==> src/rtl/serial_shifter.sv <==
// Iterative RV32I shift unit: one bit position per clock.
// Handles SLL/SRL/SRA behind a start/ready handshake with a registered result.
module serial_shifter #(
  parameter int XLEN    = 32,
  parameter int SHAMT_W = 5
) (
  input  logic               clk_i,
  input  logic               rst_i,
  input  logic               start_i,
  input  logic [1:0]         op_i,
  input  logic [XLEN-1:0]    value_i,
  input  logic [SHAMT_W-1:0] shamt_i,
  output logic               ready_o,
  output logic               valid_o,
  output logic [XLEN-1:0]    value_o
);

  localparam logic [1:0] OP_SLL = 2'b00;
  localparam logic [1:0] OP_SRL = 2'b01;
  localparam logic [1:0] OP_SRA = 2'b11;
  localparam logic [1:0] OP_RSV = 2'b10;

  typedef enum logic [1:0] {
    IDLE,
    SHIFT,
    DONE
  } state_e;

  state_e             state_q, state_d;
  logic [XLEN-1:0]    work_q, work_d;
  logic [XLEN-1:0]    value_q, value_d;
  logic [1:0]         op_q, op_d;
  logic [SHAMT_W-1:0] cnt_q, cnt_d;
  logic [XLEN-1:0]    shifted;

  always_comb begin
    shifted = work_q;
    unique case (op_q)
      OP_SLL:  shifted = {work_q[XLEN-2:0], 1'b0};
      OP_SRL:  shifted = {1'b0, work_q[XLEN-1:1]};
      OP_SRA:  shifted = {work_q[XLEN-1], work_q[XLEN-1:1]};
      default: shifted = work_q;
    endcase
  end

  always_comb begin
    state_d = state_q;
    work_d  = work_q;
    op_d    = op_q;
    cnt_d   = cnt_q;
    value_d = value_q;
    unique case (state_q)
      IDLE: begin
        if (start_i) begin
          work_d = value_i;
          op_d   = op_i;
          cnt_d  = shamt_i;
          if (shamt_i == '0 || op_i == OP_RSV) begin
            state_d = DONE;
          end else begin
            state_d = SHIFT;
          end
        end
      end
      SHIFT: begin
        work_d = shifted;
        cnt_d  = cnt_q - SHAMT_W'(1);
        if (cnt_q == SHAMT_W'(1)) begin
          state_d = DONE;
        end
      end
      DONE: begin
        state_d = IDLE;
      end
      default: begin
        state_d = IDLE;
      end
    endcase
    // Result lands on the edge entering DONE so it is stable while valid_o is high.
    if (state_d == DONE) begin
      value_d = work_d;
    end
  end

  always_ff @(posedge clk_i) begin
    if (rst_i) begin
      state_q <= IDLE;
      work_q  <= '0;
      op_q    <= OP_SLL;
      cnt_q   <= '0;
      value_q <= '0;
    end else begin
      state_q <= state_d;
      work_q  <= work_d;
      op_q    <= op_d;
      cnt_q   <= cnt_d;
      value_q <= value_d;
    end
  end

  assign ready_o = (state_q == IDLE);
  assign valid_o = (state_q == DONE);
  assign value_o = value_q;

endmodule

==> config.mk <==
export PLATFORM = sky130hd
export DESIGN_NAME = serial_shifter
export DESIGN_NICKNAME = d
export VERILOG_FILES = /design/src/rtl/serial_shifter.sv
export SDC_FILE = /design/constraint.sdc
export NUM_CORES = 1
export LEC_CHECK = 0
export ABC_CLOCK_PERIOD_IN_PS = 1900
export BUFFER_PORTS_ARGS = -buffer_cell sky130_fd_sc_hd__buf_2
export CAP_MARGIN = 40
export CELL_PAD_IN_SITES_DETAIL_PLACEMENT = 2
export CELL_PAD_IN_SITES_GLOBAL_PLACEMENT = 2
export CORE_UTILIZATION = 32
export DETAILED_ROUTE_END_ITERATION = 12
export PLACE_DENSITY = 0.78
export SLEW_MARGIN = 20
export SYNTH_ARGS = -nofsm -noshare
export SYNTH_HDL_FRONTEND = slang
export SYNTH_SLANG_ARGS = --single-unit
export TNS_END_PERCENT = 20
==> constraint.sdc <==
create_clock -name clk_i -period 1.9 [get_ports clk_i]
set_input_delay 0.19 -clock clk_i [delete_from_list [all_inputs] [get_ports clk_i]]
set_output_delay 0.19 -clock clk_i [all_outputs]
set_load 0.01 [all_outputs]
Yosys cells after proc, flatten, opt, wreduce, memory -nomap -nowiden
Cells that the tools add are included.
{"block": "word_totals", "register_bits": 73, "in_bits": 42, "output_inout_bits": 34, "elab_cells": 30}
{"block": "op_classes", "add_sub_neg": 1, "eq_ne": 8, "n_mux": 9, "reduce_logical": 7}
{"op": "32-bit case mux with 3 select lines", "n": 1}
{"op": "32-bit case mux with 2 select lines", "n": 1}
{"op": "32-bit 2-to-1 mux", "n": 1}
{"op": "5-bit case mux with 2 select lines", "n": 1}
{"op": "2-bit == test, second input constant", "n": 4}
{"op": "2-bit 2-to-1 mux", "n": 3}
{"op": "5-bit by 1-bit == test with 1-bit output, second input constant", "n": 1}
{"op": "5-bit zero test", "n": 1}
{"op": "5-bit 2-to-1 mux", "n": 1}
{"op": "5-bit by 1-bit subtractor with 5-bit output, second input constant", "n": 1}
{"op": "2-bit by 1-bit == test with 1-bit output, second input constant", "n": 2}
{"op": "2-bit zero test", "n": 2}
{"op": "2-bit case mux with 2 select lines", "n": 1}
{"op": "2-bit AND reduction", "n": 2}
{"op": "2-bit != test, second input constant", "n": 1}
{"op": "2-bit nonzero test", "n": 1}
{"op": "1-bit logical OR", "n": 1}

Logic depth before layout (Yosys ltp)
Gate-level depths: netlist of run 1.
{"block": "logic_depth", "depth_word": 6, "mapped_depth": 8, "ltp_nobuf": 7}

Worst setup path before layout of run 1
Ideal clock, no wire load.
{"block": "synth_timing", "kind": "reg-to-reg", "from": "reg op_q[1]", "to": "reg value_q[17] (netlist: value_o[17])", "setup_time_ns": 0.088, "t_arrival_ns": 1.668, "t_required_ns": 1.812, "slack_ns": 0.144, "stages_incl_launch_ff": 6, "path_buffers": 2, "period_less_slack_ns": 1.756, "cell_sequence": "dfxtp_1 buf_2 nor4b_2 buf_2 a222oi_1 a311oi_2"}
{"block": "synth_via", "elab_chain_len": 3, "elab_cells_between_ends": 5, "classes_between": "2 x eq/ne; 2 x mux; 1 x reduce/logical"}
{"element": "start, declared", "line": "32", "text": "logic [1:0] op_q, op_d;"}
{"element": "start signal, assigned", "line": "95", "text": "op_q <= op_d;"}
{"element": "2-bit == test (tied with other cells)", "line": "38", "text": "unique case (op_q)"}
{"element": "32-bit case mux with 3 select lines (*)", "line": "38"}
{"element": "32-bit case mux with 2 select lines (*)", "line": "52", "text": "unique case (state_q)"}
{"element": "end signal, assigned", "line": "97", "text": "value_q <= value_d;"}
{"element": "end, declared", "line": "31", "text": "logic [XLEN-1:0] value_q, value_d;"}
Mark *: on every way between the ends. The rest lies on a longest branch, timed or not.
A chain may end at the register's enable or synchronous reset.

Worst setup path after layout of run 1
{"block": "layout_timing", "from": "reg state_q[0]", "to": "reg value_q[28] (netlist: value_o[28])"}
{"block": "layout_via", "elab_chain_len": 3, "elab_cells_between_ends": 7, "classes_between": "2 x eq/ne; 4 x mux; 1 x reduce/logical"}
{"element": "start, declared", "line": "29", "text": "state_e state_q, state_d;"}
{"element": "start signal, assigned", "line": "93", "text": "state_q <= state_d;"}
{"element": "2-bit by 1-bit == test with 1-bit output (tied with other cells)", "line": "52"}
{"element": "2-bit case mux with 2 select lines", "line": "52"}
{"element": "2-bit == test", "line": "80", "text": "if (state_d == DONE) begin"}
Several ways; a longest one is shown, not always the timed one.

==> summary.md, run 1 <==
| Metric | Value |
|---|---|
| Setup violation total in the final timing report | `1` |
| Violations in the final reports | `setup timing` |
| CTS H-Tree Depth | `3` |
| Total negative setup slack | `-0.0197 ns` |
| Fraction of registers with async set/reset | `0` |
| CTS sink cnt | `73` |
| Cell-by-cell listing of the critical path | `or3b_4 -> buf_4 -> o21bai_4 -> buf_12 -> nor2_1 -> a211oi_2` |
| Setup repair after global routing missed its margin | `yes` |
| Max-Slew Margin vs Limit | `0.655` |
| Kind of start point of the critical path | `register` |
| HPWL reported at the end of detailed placement | `9.16 mm` |
| Combined area of the multi-input logic cells | `1930 µm²` |
| CTS root buf | `sky130_fd_sc_hd__clkbuf_8` |
| Sequential area share after synthesis | `0.412` |
| Cts bufs inserted | `9` |
| Total power per unit cell area | `864 nW/µm²` |
| Antenna diode count | `0` |
| Gate power share | `0.245` |
| Max-cap violations | `0` |
| Mean post-synth cell area | `8.39 µm²` |
| Area fraction of the dominant cell type after synthesis | `0.412` |
| Worst-Skew Late Latency | `0.37 ns` |
| Area of the die | `11,500 µm²` |
| DR iter-0 viols | `264` |
| Number of instances in the placed design | `632` |
| Min cycle time layout | `1.92 ns` |
| Reg clk slew, reported paths | `0.08 ns` |
| Routed vias | `3,711` |
| Number of warning messages in the yosys log | `0` |
| Worst hold endpoint | `op_q[1]` |
| Class of the tightest hold or removal check | `in2reg` |
| Setup crit end kind | `register` |
| Routed wire length | `14.0 mm` |
| Post-detailed-route wirelength per cell | `21.3 µm` |
| Data required time of the worst path | `2.16 ns` |
| Main synth FF type | `sky130_fd_sc_hd__dfxtp_1` |
| Router iterations before antenna repair | `6` |
| R2r endpoint | `value_o[28]` |
| Routed wire length on met2 | `7.15 mm` |
| Layout cell share with drive strength beyond 1 | `0.310` |
| Setup slack at placement | `-0.222 ns` |
| Vertical die dimension | `107 µm` |
| Clock Power Share | `0.316` |
| Reg-to-reg critical path startpoint | `state_q[0]` |
| Vias in the first global route | `3,962` |
| Biggest area contributors in the synthesized netlist | `sky130_fd_sc_hd__dfxtp_1, sky130_fd_sc_hd__a311oi_2, sky130_fd_sc_hd__nand2_1` |
| Post-Route Hold Slack | `0.0761 ns` |
| Internal Pwr Total | `0.00275 W` |
| Synthesized flop and latch total | `73` |
| Site row count | `38` |
| Highest routed metal layer | `met4` |
| Class of the most critical setup path | `reg2reg` |
| Initial antenna violation count | `0` |
| Total track usage | `0.238` |
| Highest clock frequency the design can meet | `521 MHz` |
| # port buffers | `75` |
| Area added between synthesis and finish | `31.9%` |
| # IOs | `76` |
| Final Non-Filler Cells | `659` |
| Post-route fraction of the period consumed by the critical path | `1.01` |
| Remaining global-route overflow | `0` |
| Number of nets in the layout | `559` |
| Crit path buf inv count | `2` |
| CTS max path bufs | `2` |
| CP Data Arrival Time | `2.18 ns` |
| Remaining antenna violation count after routing | `0` |
| Post-detailed-route via-to-cell ratio | `5.63` |
| CP max FO | `7` |
| Netlist cell types | `37` |
| Pin count of the biggest net entering global routing | `23` |
| Post-synthesis instance total | `423` |
| Sequential Power Share | `0.439` |
| Global placement routability congestion | `0.792` |
| Largest vdd supply drop | `521 µV` |
| Max-slew violations | `0` |
| Most common library cell in the layout ignoring fill and taps | `sky130_fd_sc_hd__buf_2` |
| Slew @ Worst Pin | `0.518 ns` |
| Result of the run | `complete, but fails checks` |
| Final-layout fill cell count | `1,206` |
| Seq. cell area | `1470 µm²` |
| Crit path largest cell delay | `0.39 ns` |
| Die width | `107 µm` |
| Setup clock skew after layout | `0.0110 ns` |
| Total count of hold-check failures in the final report | `0` |
| Core footprint | `10,800 µm²` |
| CTS tree | `done` |
| Switching share of power | `0.320` |
| DR DRC count | `0` |
| Worst Hold Path Cells | `3` |
| Nets in the synthesized netlist | `467` |
| Synth area leader | `sky130_fd_sc_hd__dfxtp_1` |
| Highest-count cells in the layout ignoring fill and taps | `sky130_fd_sc_hd__buf_2, sky130_fd_sc_hd__dfxtp_1, sky130_fd_sc_hd__nand2_1` |
| Wire length on met1 | `5.95 mm` |
| Final worst setup slack | `-0.0197 ns` |
| Post-synthesis cell area | `3550 µm²` |
| Initial Utilization | `0.328` |
| Switch Pwr | `0.00130 W` |
| Number of flops mapped to enable cells by yosys | `0` |
| Max stage delay cell, worst path | `sky130_fd_sc_hd__or3b_4` |
| Family with the most delay on the worst path | `compound AO/OA/AOI/OAI gates` |
| Hold wc startpoint | `op_i[1]` |
| Worst reg2reg setup slack | `-0.02 ns` |
| DR WL met3 | `641 µm` |
| Global-route wire length before repair | `20.8 mm` |
| Logic depth of the worst register-to-register path | `6` |
| Leakage power total | `1.90 nW` |
-- cell type report --
class | instances | area share
Multi-Input combinational cell | 304 | 0.413
Sequential cell | 73 | 0.313
Timing Repair Buffer | 116 | 0.186
Tap cell | 140 | 0.0374
Clock buffer | 12 | 0.0331
Inverter | 11 | 0.00882
Clock inverter | 3 | 0.00855
-- worst max-delay path by stage --
| stage | from | endpoint | slack, ns | cells after the start |
|---|---|---|---|---|
| after floorplan | op_q[1] | value_o[17] | 0.14 | 5 |
| after detailed placement | state_q[0] | value_o[25] | -0.22 | 8 |
| after CTS | state_q[1] | value_o[28] | -0.03 | 7 |
| final | state_q[0] | value_o[28] | -0.02 | 6 |
| after global placement | state_q[1] | value_o[17] | -0.24 | 4 |
| after global routing | state_q[1] | value_o[22] | -0.1 | 6 |
-- tightest hold or removal path, stage by stage --
cell                      delay (ns)
sky130_fd_sc_hd__buf_2          0.11
sky130_fd_sc_hd__nand2_1        0.05
sky130_fd_sc_hd__a21oi_1        0.05
-- metrics by stage --
stage / total power (W) / instance area, µm² / util
2_1_floorplan: 0.00231 / 3550 / -
3_3_place_gp: 0.00262 / 4200 / 0.387
3_5_place_dp: 0.00267 / 4200 / 0.388
4_1_cts: 0.00400 / 4510 / 0.416
5_1_grt: 0.00425 / 4680 / 0.432
6_report: 0.00405 / 4680 / 0.432
-- layer usage --
layer / GRT usage / up-vias
met3: 0.0611 / 19
met1: 0.276 / 1859
met5: 0 / -
met2: 0.424 / 111
met4: 0.0793 / 0
li1: - / 1722
-- kinds of logic after synthesis --
family          count (synthesis)  share of synthesized area
flops                          73                      0.412
compound gates                126                      0.280
buf+inv                        46                     0.0617
simple gates                  166                      0.211
fa+ha+maj                       2                    0.00705
mux                            10                     0.0282
-- registers in the layout, summed over array words and instances (netlist names) --
name,flops
work_q,32
cnt_q,5
state_q,2
value_o,32
op_q,2
-- power groups by stage --
stage	combinational [W]	clock, W	sequential (W)
2_1_floorplan	0.000520	0	0.00179
6_report	0.000990	0.00128	0.00178
5_1_grt	0.00107	0.00138	0.00179
3_3_place_gp	0.000826	0	0.00179
3_5_place_dp	0.000865	0	0.00180
4_1_cts	0.000917	0.00131	0.00177
-- cells in the mapped netlist (2+ instances only) --
cell / number
sky130_fd_sc_hd__a221oi_1: 3
sky130_fd_sc_hd__buf_1: 3
sky130_fd_sc_hd__or3_1: 2
sky130_fd_sc_hd__a22oi_1: 3
sky130_fd_sc_hd__dfxtp_1: 73
sky130_fd_sc_hd__nor3b_1: 6
sky130_fd_sc_hd__buf_6: 3
sky130_fd_sc_hd__inv_1: 11
sky130_fd_sc_hd__nor2b_1: 10
sky130_fd_sc_hd__a21oi_1: 44
sky130_fd_sc_hd__o21ai_0: 7
sky130_fd_sc_hd__ha_1: 2
sky130_fd_sc_hd__a222oi_1: 16
sky130_fd_sc_hd__a211oi_1: 20
sky130_fd_sc_hd__buf_2: 7
sky130_fd_sc_hd__nor3_1: 13
sky130_fd_sc_hd__buf_4: 4
sky130_fd_sc_hd__or2_2: 2
sky130_fd_sc_hd__a31oi_1: 4
sky130_fd_sc_hd__nor2_1: 53
sky130_fd_sc_hd__nand3_1: 8
sky130_fd_sc_hd__nand2b_1: 6
sky130_fd_sc_hd__mux2i_1: 10
sky130_fd_sc_hd__nand2_1: 61
sky130_fd_sc_hd__a21o_1: 6
sky130_fd_sc_hd__o32ai_1: 3
sky130_fd_sc_hd__a311oi_2: 16
sky130_fd_sc_hd__clkbuf_1: 18
-- timing repair --
action / 4_1_cts / 5_1_grt
pin swaps: 4 / 8
gates resized for setup: 6 / 16
hold buffers: 0 / 0
setup endpoints to repair: 29 / 42
gates cloned: 2 / 4
buffers inserted: 2 / 4
(Power assumes the default switching activity.)
==> run 2, diff against run 1 <==
--- a/config.mk
+++ b/config.mk
@@ -13,6 +13,7 @@
 export CORE_UTILIZATION = 32
 export DETAILED_ROUTE_END_ITERATION = 12
 export PLACE_DENSITY = 0.78
+export SETUP_SLACK_MARGIN = 0.1
 export SLEW_MARGIN = 20
 export SYNTH_ARGS = -nofsm -noshare
 export SYNTH_HDL_FRONTEND = slang
==> run 2 against run 1 <==
Effect of this change: the flow still finishes with violations (setup timing); worst setup slack got worse by 0.0045 ns; non-clock buffer count rose by 25; critical path depth rose by 1; utilization rose by 3.4 points; cell count rose by 3.9%; die area did not move; largest power group unchanged.
==> summary.md, run 2 (synthesis results as in run 1) <==
| Metric | Value |
|---|---|
| Total track usage | `0.285 (+0.0472)` |
| Pin count of the biggest net entering global routing | `23 (unchanged)` |
| Family with the most delay on the worst path | `compound AO/OA/AOI/OAI gates` |
| Post-Route Hold Slack | `0.0855 ns (+0.00945 ns)` |
| CP Data Arrival Time | `2.15 ns (-0.03 ns)` |
| Vertical die dimension | `107 µm (unchanged)` |
| Slew @ Worst Pin | `0.547 ns (+0.0290 ns)` |
| Min cycle time layout | `1.92 ns (+0.00448 ns)` |
| Crit path largest cell delay | `0.43 ns (+0.04 ns)` |
| Core footprint | `10,800 µm² (unchanged)` |
| Worst Hold Path Cells | `3 (unchanged)` |
| Violations in the final reports | `setup timing` |
| Reg-to-reg critical path startpoint | `state_q[0]` |
| Kind of start point of the critical path | `register` |
| R2r endpoint | `value_o[11]` |
| Initial Utilization | `0.328 (unchanged)` |
| Area of the die | `11,500 µm² (unchanged)` |
| Site row count | `38 (unchanged)` |
| Max-slew violations | `0 (unchanged)` |
| CTS H-Tree Depth | `3 (unchanged)` |
| Router iterations before antenna repair | `5 (-1)` |
| Leakage power total | `2.08 nW (+9.4%)` |
| Total power per unit cell area | `848 nW/µm² (-1.9%)` |
| Final worst setup slack | `-0.0241 ns (-0.00448 ns)` |
| Layout cell share with drive strength beyond 1 | `0.368 (+0.0574)` |
| Worst hold endpoint | `op_q[0]` |
| Routed wire length | `16.8 mm (+20%)` |
| Total power after layout | `0.00428 W (+5.8%)` |
| Die width | `107 µm (unchanged)` |
| Number of nets in the layout | `584 (+4.5%)` |
| DR iter-0 viols | `281 (+6.4%)` |
| Most numerous cell on the critical path | `sky130_fd_sc_hd__buf_12` |
| Highest clock frequency the design can meet | `520 MHz (-0.23%)` |
| Post-route fraction of the period consumed by the critical path | `1.01 (+0.00236)` |
| Total count of hold-check failures in the final report | `0 (unchanged)` |
| Remaining antenna violation count after routing | `0 (unchanged)` |
| Data required time of the worst path | `2.13 ns (-0.03 ns)` |
| Class of the tightest hold or removal check | `in2reg` |
| Global placement routability congestion | `0.792 (unchanged)` |
| Class of the most critical setup path | `reg2reg` |
| CTS max path bufs | `2 (unchanged)` |
| Worst reg2reg setup slack | `-0.02 ns (about the same)` |
| Cell-by-cell listing of the critical path | `or3b_4 -> o32ai_4 -> o21bai_4 -> buf_12 -> buf_12 -> buf_16 -> a311oi_2` |
| Final core utilization | `0.466 (+0.0337)` |
| Largest vdd supply drop | `530 µV (+1.7%)` |
| Max-cap violations | `0 (unchanged)` |
| Setup violation total in the final timing report | `7 (+6)` |
| Post-detailed-route wirelength per cell | `24.5 µm (+15%)` |
| Routed vias | `3,978 (+7.2%)` |
| Result of the run | `complete, but fails checks` |
| Reg clk slew, reported paths | `0.09 ns (about the same)` |
| Vias in the first global route | `4,275 (+7.9%)` |
| Final-layout fill cell count | `1,163 (-3.6%)` |
| # port buffers | `75 (unchanged)` |
| # IOs | `76 (unchanged)` |
| Max-Slew Margin vs Limit | `0.635 (-0.0193)` |
| Post-detailed-route via-to-cell ratio | `5.81 (+3.1%)` |
| Global-route wire length before repair | `24.5 mm (+17%)` |
| Cts bufs inserted | `9 (unchanged)` |
| Hold wc startpoint | `op_i[0]` |
| Area added between synthesis and finish | `42.2%` |
| Worst-Skew Late Latency | `0.38 ns (about the same)` |
| Remaining global-route overflow | `0 (unchanged)` |
| Setup clock skew after layout | `0.0160 ns (+0.00498 ns)` |
| DR DRC count | `0 (unchanged)` |
| Logic depth of the worst register-to-register path | `7 (+1)` |
| Most common library cell in the layout ignoring fill and taps | `sky130_fd_sc_hd__buf_2` |
| Highest-count cells in the layout ignoring fill and taps | `sky130_fd_sc_hd__buf_2, sky130_fd_sc_hd__dfxtp_1, sky130_fd_sc_hd__nand2_1` |
| CTS tree | `done` |
| Crit path buf inv count | `3 (+1)` |
| Max stage delay cell, worst path | `sky130_fd_sc_hd__or3b_4` |
| CP max FO | `6 (-1)` |
| Initial antenna violation count | `1 (+1)` |
| Number of instances in the placed design | `632 (unchanged)` |
| Final Non-Filler Cells | `685 (+3.9%)` |
| HPWL reported at the end of detailed placement | `9.16 mm (unchanged)` |
| CTS root buf | `sky130_fd_sc_hd__clkbuf_8` |
| Setup repair after global routing missed its margin | `yes` |
| Setup crit end kind | `register` |
| CTS sink cnt | `73 (unchanged)` |
run 2: worst max path at each step:
stage	to	from	depth (start not counted)
2_1_floorplan	value_o[17]	op_q[1]	5
3_3_place_gp	value_o[17]	state_q[1]	4
3_5_place_dp	value_o[25]	state_q[0]	8
4_1_cts	value_o[11]	state_q[0]	7
5_1_grt	value_o[6]	state_q[0]	7
6_report	value_o[11]	state_q[0]	7
run 2: timing repair:
item,CTS,global route
hold buffers,0,0
buffers inserted,19,8
setup endpoints to repair,50,53
cloned,7,3
resized for setup,30,25
pin swaps,29,17
run 2: routing by layer:
layer / up-vias / track usage / routed length (µm) / part of all wire
li1: 1782 / - / - / -
met1: 1997 / 0.329 / 6750 / 0.40
met2: 153 / 0.510 / 8700 / 0.52
met3: 46 / 0.0611 / 834 / 0.050
met4: 0 / 0.114 / 523 / 0.031
met5: - / 0 / 0 / 0
run 2: per-stage QoR:
stage | cell area [µm²] | TNS [ns] | setup slack (ns)
CTS | 4840 | 0 | 0.0460
floorplan | 3550 | 0 | 0.144
finish | 5050 | -0.0729 | -0.0241
detailed placement | 4200 | -1.72 | -0.222
global placement | 4200 | -5.44 | -0.239
global route | 5050 | -1.42 | -0.130
run 2: report_power, final:
| group | internal [W] | switching, W |
|---|---|---|
| combinational | 0.000539 | 0.000650 |
| sequential | 0.00166 | 0.000136 |
| clock | 0.000668 | 0.000632 |
run 2: layout make-up:
cell class	count	area, µm²	area share
multi-input cells	304	1990	0.395
repair buffers	141	1170	0.232
flip-flops and latches	73	1470	0.291
inverters	11	41.3	0.00818
diodes	1	2.50	0.000496
well taps	140	175	0.0347
clock inverters	3	40.0	0.00793
clock buffers	12	155	0.0307
run 2: worst reg2reg max path, stage by stage (launching register included):
cell	delay, ns
sky130_fd_sc_hd__dfxtp_4	0.36
sky130_fd_sc_hd__or3b_4	0.43
sky130_fd_sc_hd__o32ai_4	0.24
sky130_fd_sc_hd__o21bai_4	0.22
sky130_fd_sc_hd__buf_12	0.17
sky130_fd_sc_hd__buf_12	0.12
sky130_fd_sc_hd__buf_16	0.13
sky130_fd_sc_hd__a311oi_2	0.11
==> run 3, diff against run 2 <==
--- a/config.mk
+++ b/config.mk
@@ -13,7 +13,7 @@
 export CORE_UTILIZATION = 32
 export DETAILED_ROUTE_END_ITERATION = 12
 export PLACE_DENSITY = 0.78
-export SETUP_SLACK_MARGIN = 0.1
+export SKIP_CTS_REPAIR_TIMING = 1
 export SLEW_MARGIN = 20
 export SYNTH_ARGS = -nofsm -noshare
 export SYNTH_HDL_FRONTEND = slang
==> run 3 against run 2 <==
Effect of this change: the flow still finishes with violations (setup timing); routed wire length decreased by 16%; register-to-register slack got worse by 0.02 ns; clock skew decreased by 0.0038 ns; critical path type unchanged; highest routed layer unchanged; hold slack improved by 0.013 ns; clock power about the same; cell count decreased by 3.6%.
==> summary.md, run 3 (synthesis results as in run 1) <==
| Metric | Value |
|---|---|
| Setup crit end kind | `register` |
| Largest vdd supply drop | `451 µV (-15%)` |
| Remaining antenna violation count after routing | `0 (unchanged)` |
| Routed vias | `3,729 (-6.3%)` |
| Most common library cell in the layout ignoring fill and taps | `sky130_fd_sc_hd__buf_2` |
| Class of the tightest hold or removal check | `in2reg` |
| Total track usage | `0.230 (-0.0547)` |
| Crit path largest cell delay | `0.42 ns (about the same)` |
| Final-layout fill cell count | `1,231 (+5.8%)` |
| Initial Utilization | `0.328 (unchanged)` |
| CTS tree | `done` |
| Post-Route Hold Slack | `0.0990 ns (+0.0135 ns)` |
| Post-detailed-route wirelength per cell | `21.4 µm (-13%)` |
| Max-Slew Margin vs Limit | `0.646 (+0.0103)` |
| DR iter-0 viols | `220 (-22%)` |
| Highest-count cells in the layout ignoring fill and taps | `sky130_fd_sc_hd__buf_2, sky130_fd_sc_hd__dfxtp_1, sky130_fd_sc_hd__nand2_1` |
| Area of the die | `11,500 µm² (unchanged)` |
| Remaining global-route overflow | `0 (unchanged)` |
| Global placement routability congestion | `0.792 (unchanged)` |
| Area added between synthesis and finish | `31.8%` |
| CTS max path bufs | `2 (unchanged)` |
| Violations in the final reports | `setup timing` |
| Slew @ Worst Pin | `0.528 ns (-0.0191 ns)` |
| Router iterations before antenna repair | `6 (+1)` |
| Kind of start point of the critical path | `register` |
| Core footprint | `10,800 µm² (unchanged)` |
| Post-detailed-route via-to-cell ratio | `5.65 (-2.7%)` |
| Final worst setup slack | `-0.0460 ns (-0.0218 ns)` |
| Vertical die dimension | `107 µm (unchanged)` |
| Max-cap violations | `0 (unchanged)` |
| Leakage power total | `1.90 nW (-8.4%)` |
| Layout cell share with drive strength beyond 1 | `0.315 (-0.0523)` |
| # port buffers | `75 (unchanged)` |
| Total negative setup slack | `-0.455 ns (-0.382 ns)` |
| Die width | `107 µm (unchanged)` |
| Antenna diode count | `0 (-1)` |
| Setup clock skew after layout | `0.0122 ns (-0.00382 ns)` |
| Global-route wire length before repair | `20.3 mm (-17%)` |
| Total count of hold-check failures in the final report | `0 (unchanged)` |
| Cell-by-cell listing of the critical path | `or3b_4 -> o32ai_4 -> o21bai_4 -> buf_12 -> buf_6 -> clkbuf_16 -> a311oi_2` |
| Class of the most critical setup path | `reg2reg` |
| Result of the run | `complete, but fails checks` |
| Reg clk slew, reported paths | `0.08 ns (about the same)` |
| Site row count | `38 (unchanged)` |
| Min cycle time layout | `1.95 ns (+0.0218 ns)` |
| Setup repair after global routing missed its margin | `yes` |
| DR DRC count | `0 (unchanged)` |
| CP Data Arrival Time | `2.17 ns (+0.02 ns)` |
| Pin count of the biggest net entering global routing | `26 (+13%)` |
| Setup violation total in the final timing report | `21 (+14)` |
| Vias in the first global route | `3,909 (-8.6%)` |
| Post-route fraction of the period consumed by the critical path | `1.02 (+0.0115)` |
| CP max FO | `6 (unchanged)` |
| Max stage delay cell, worst path | `sky130_fd_sc_hd__or3b_4` |
| Cts bufs inserted | `9 (unchanged)` |
| Total power per unit cell area | `862 nW/µm² (+1.6%)` |
| Final core utilization | `0.432 (-0.0340)` |
| Max-slew violations | `0 (unchanged)` |
| CTS sink cnt | `73 (unchanged)` |
| CTS root buf | `sky130_fd_sc_hd__clkbuf_8` |
| HPWL reported at the end of detailed placement | `9.16 mm (unchanged)` |
| Highest clock frequency the design can meet | `514 MHz (-1.1%)` |
| Worst-Skew Late Latency | `0.37 ns (about the same)` |
| Number of nets in the layout | `560 (-4.1%)` |
| Initial antenna violation count | `0 (-1)` |
| CTS H-Tree Depth | `3 (unchanged)` |
| Routed wire length | `14.2 mm (-16%)` |
| # IOs | `76 (unchanged)` |
| Data required time of the worst path | `2.12 ns (about the same)` |
[run 3: worst paths after layout]
kind	startpoint	endpoint	slack [ns]	cells past startpoint
worst max-delay path	state_q[1]	value_o[11]	-0.05	7
worst min-delay path	op_i[0]	op_q[0]	0.1	3
worst max register to register	state_q[1]	value_o[11]	-0.05	7
worst min register to register	value_o[23]	value_o[23]	0.47	2
[run 3: area by class of cell]
| type | count | area [µm²] | share of cell area |
|---|---|---|---|
| inverters | 11 | 41.3 | 0.00882 |
| multi-input cells | 304 | 1940 | 0.414 |
| repair buffers | 117 | 862 | 0.184 |
| well taps | 140 | 175 | 0.0374 |
| flip-flops and latches | 73 | 1470 | 0.314 |
| clock inverters | 3 | 40.0 | 0.00856 |
| clock buffers | 12 | 155 | 0.0332 |
[run 3: report_power, final]
group          internal, W  switching (W)
registers          0.00165       0.000122
clock network     0.000668       0.000604
logic             0.000423       0.000562
[run 3: metrics by stage]
stage          setup WS [ns]  power (W)  instance area (µm²)  instances
2_1_floorplan          0.144    0.00231                 3550        423
3_3_place_gp          -0.239    0.00262                 4200        632
3_5_place_dp          -0.222    0.00267                 4200        632
4_1_cts               -0.247    0.00395                 4400        647
5_1_grt              -0.0960    0.00424                 4680        660
6_report             -0.0460    0.00403                 4680        660
[run 3: worst max-delay path: cells and delay by family (launching register included)]
| family | cells | cell delay [ns] |
|---|---|---|
| compound gates | 3 | 0.59 |
| buf+inv | 3 | 0.42 |
| flops | 1 | 0.36 |
| simple gates | 1 | 0.42 |
[run 3: metal layers]
metal	GRT usage	part of all wire	up-vias	wire length, µm
met5	0	0	-	0
met4	0.0763	0.024	0	338
met3	0.0617	0.050	21	704
met2	0.403	0.52	113	7390
met1	0.271	0.40	1873	5720
li1	-	-	1722	-
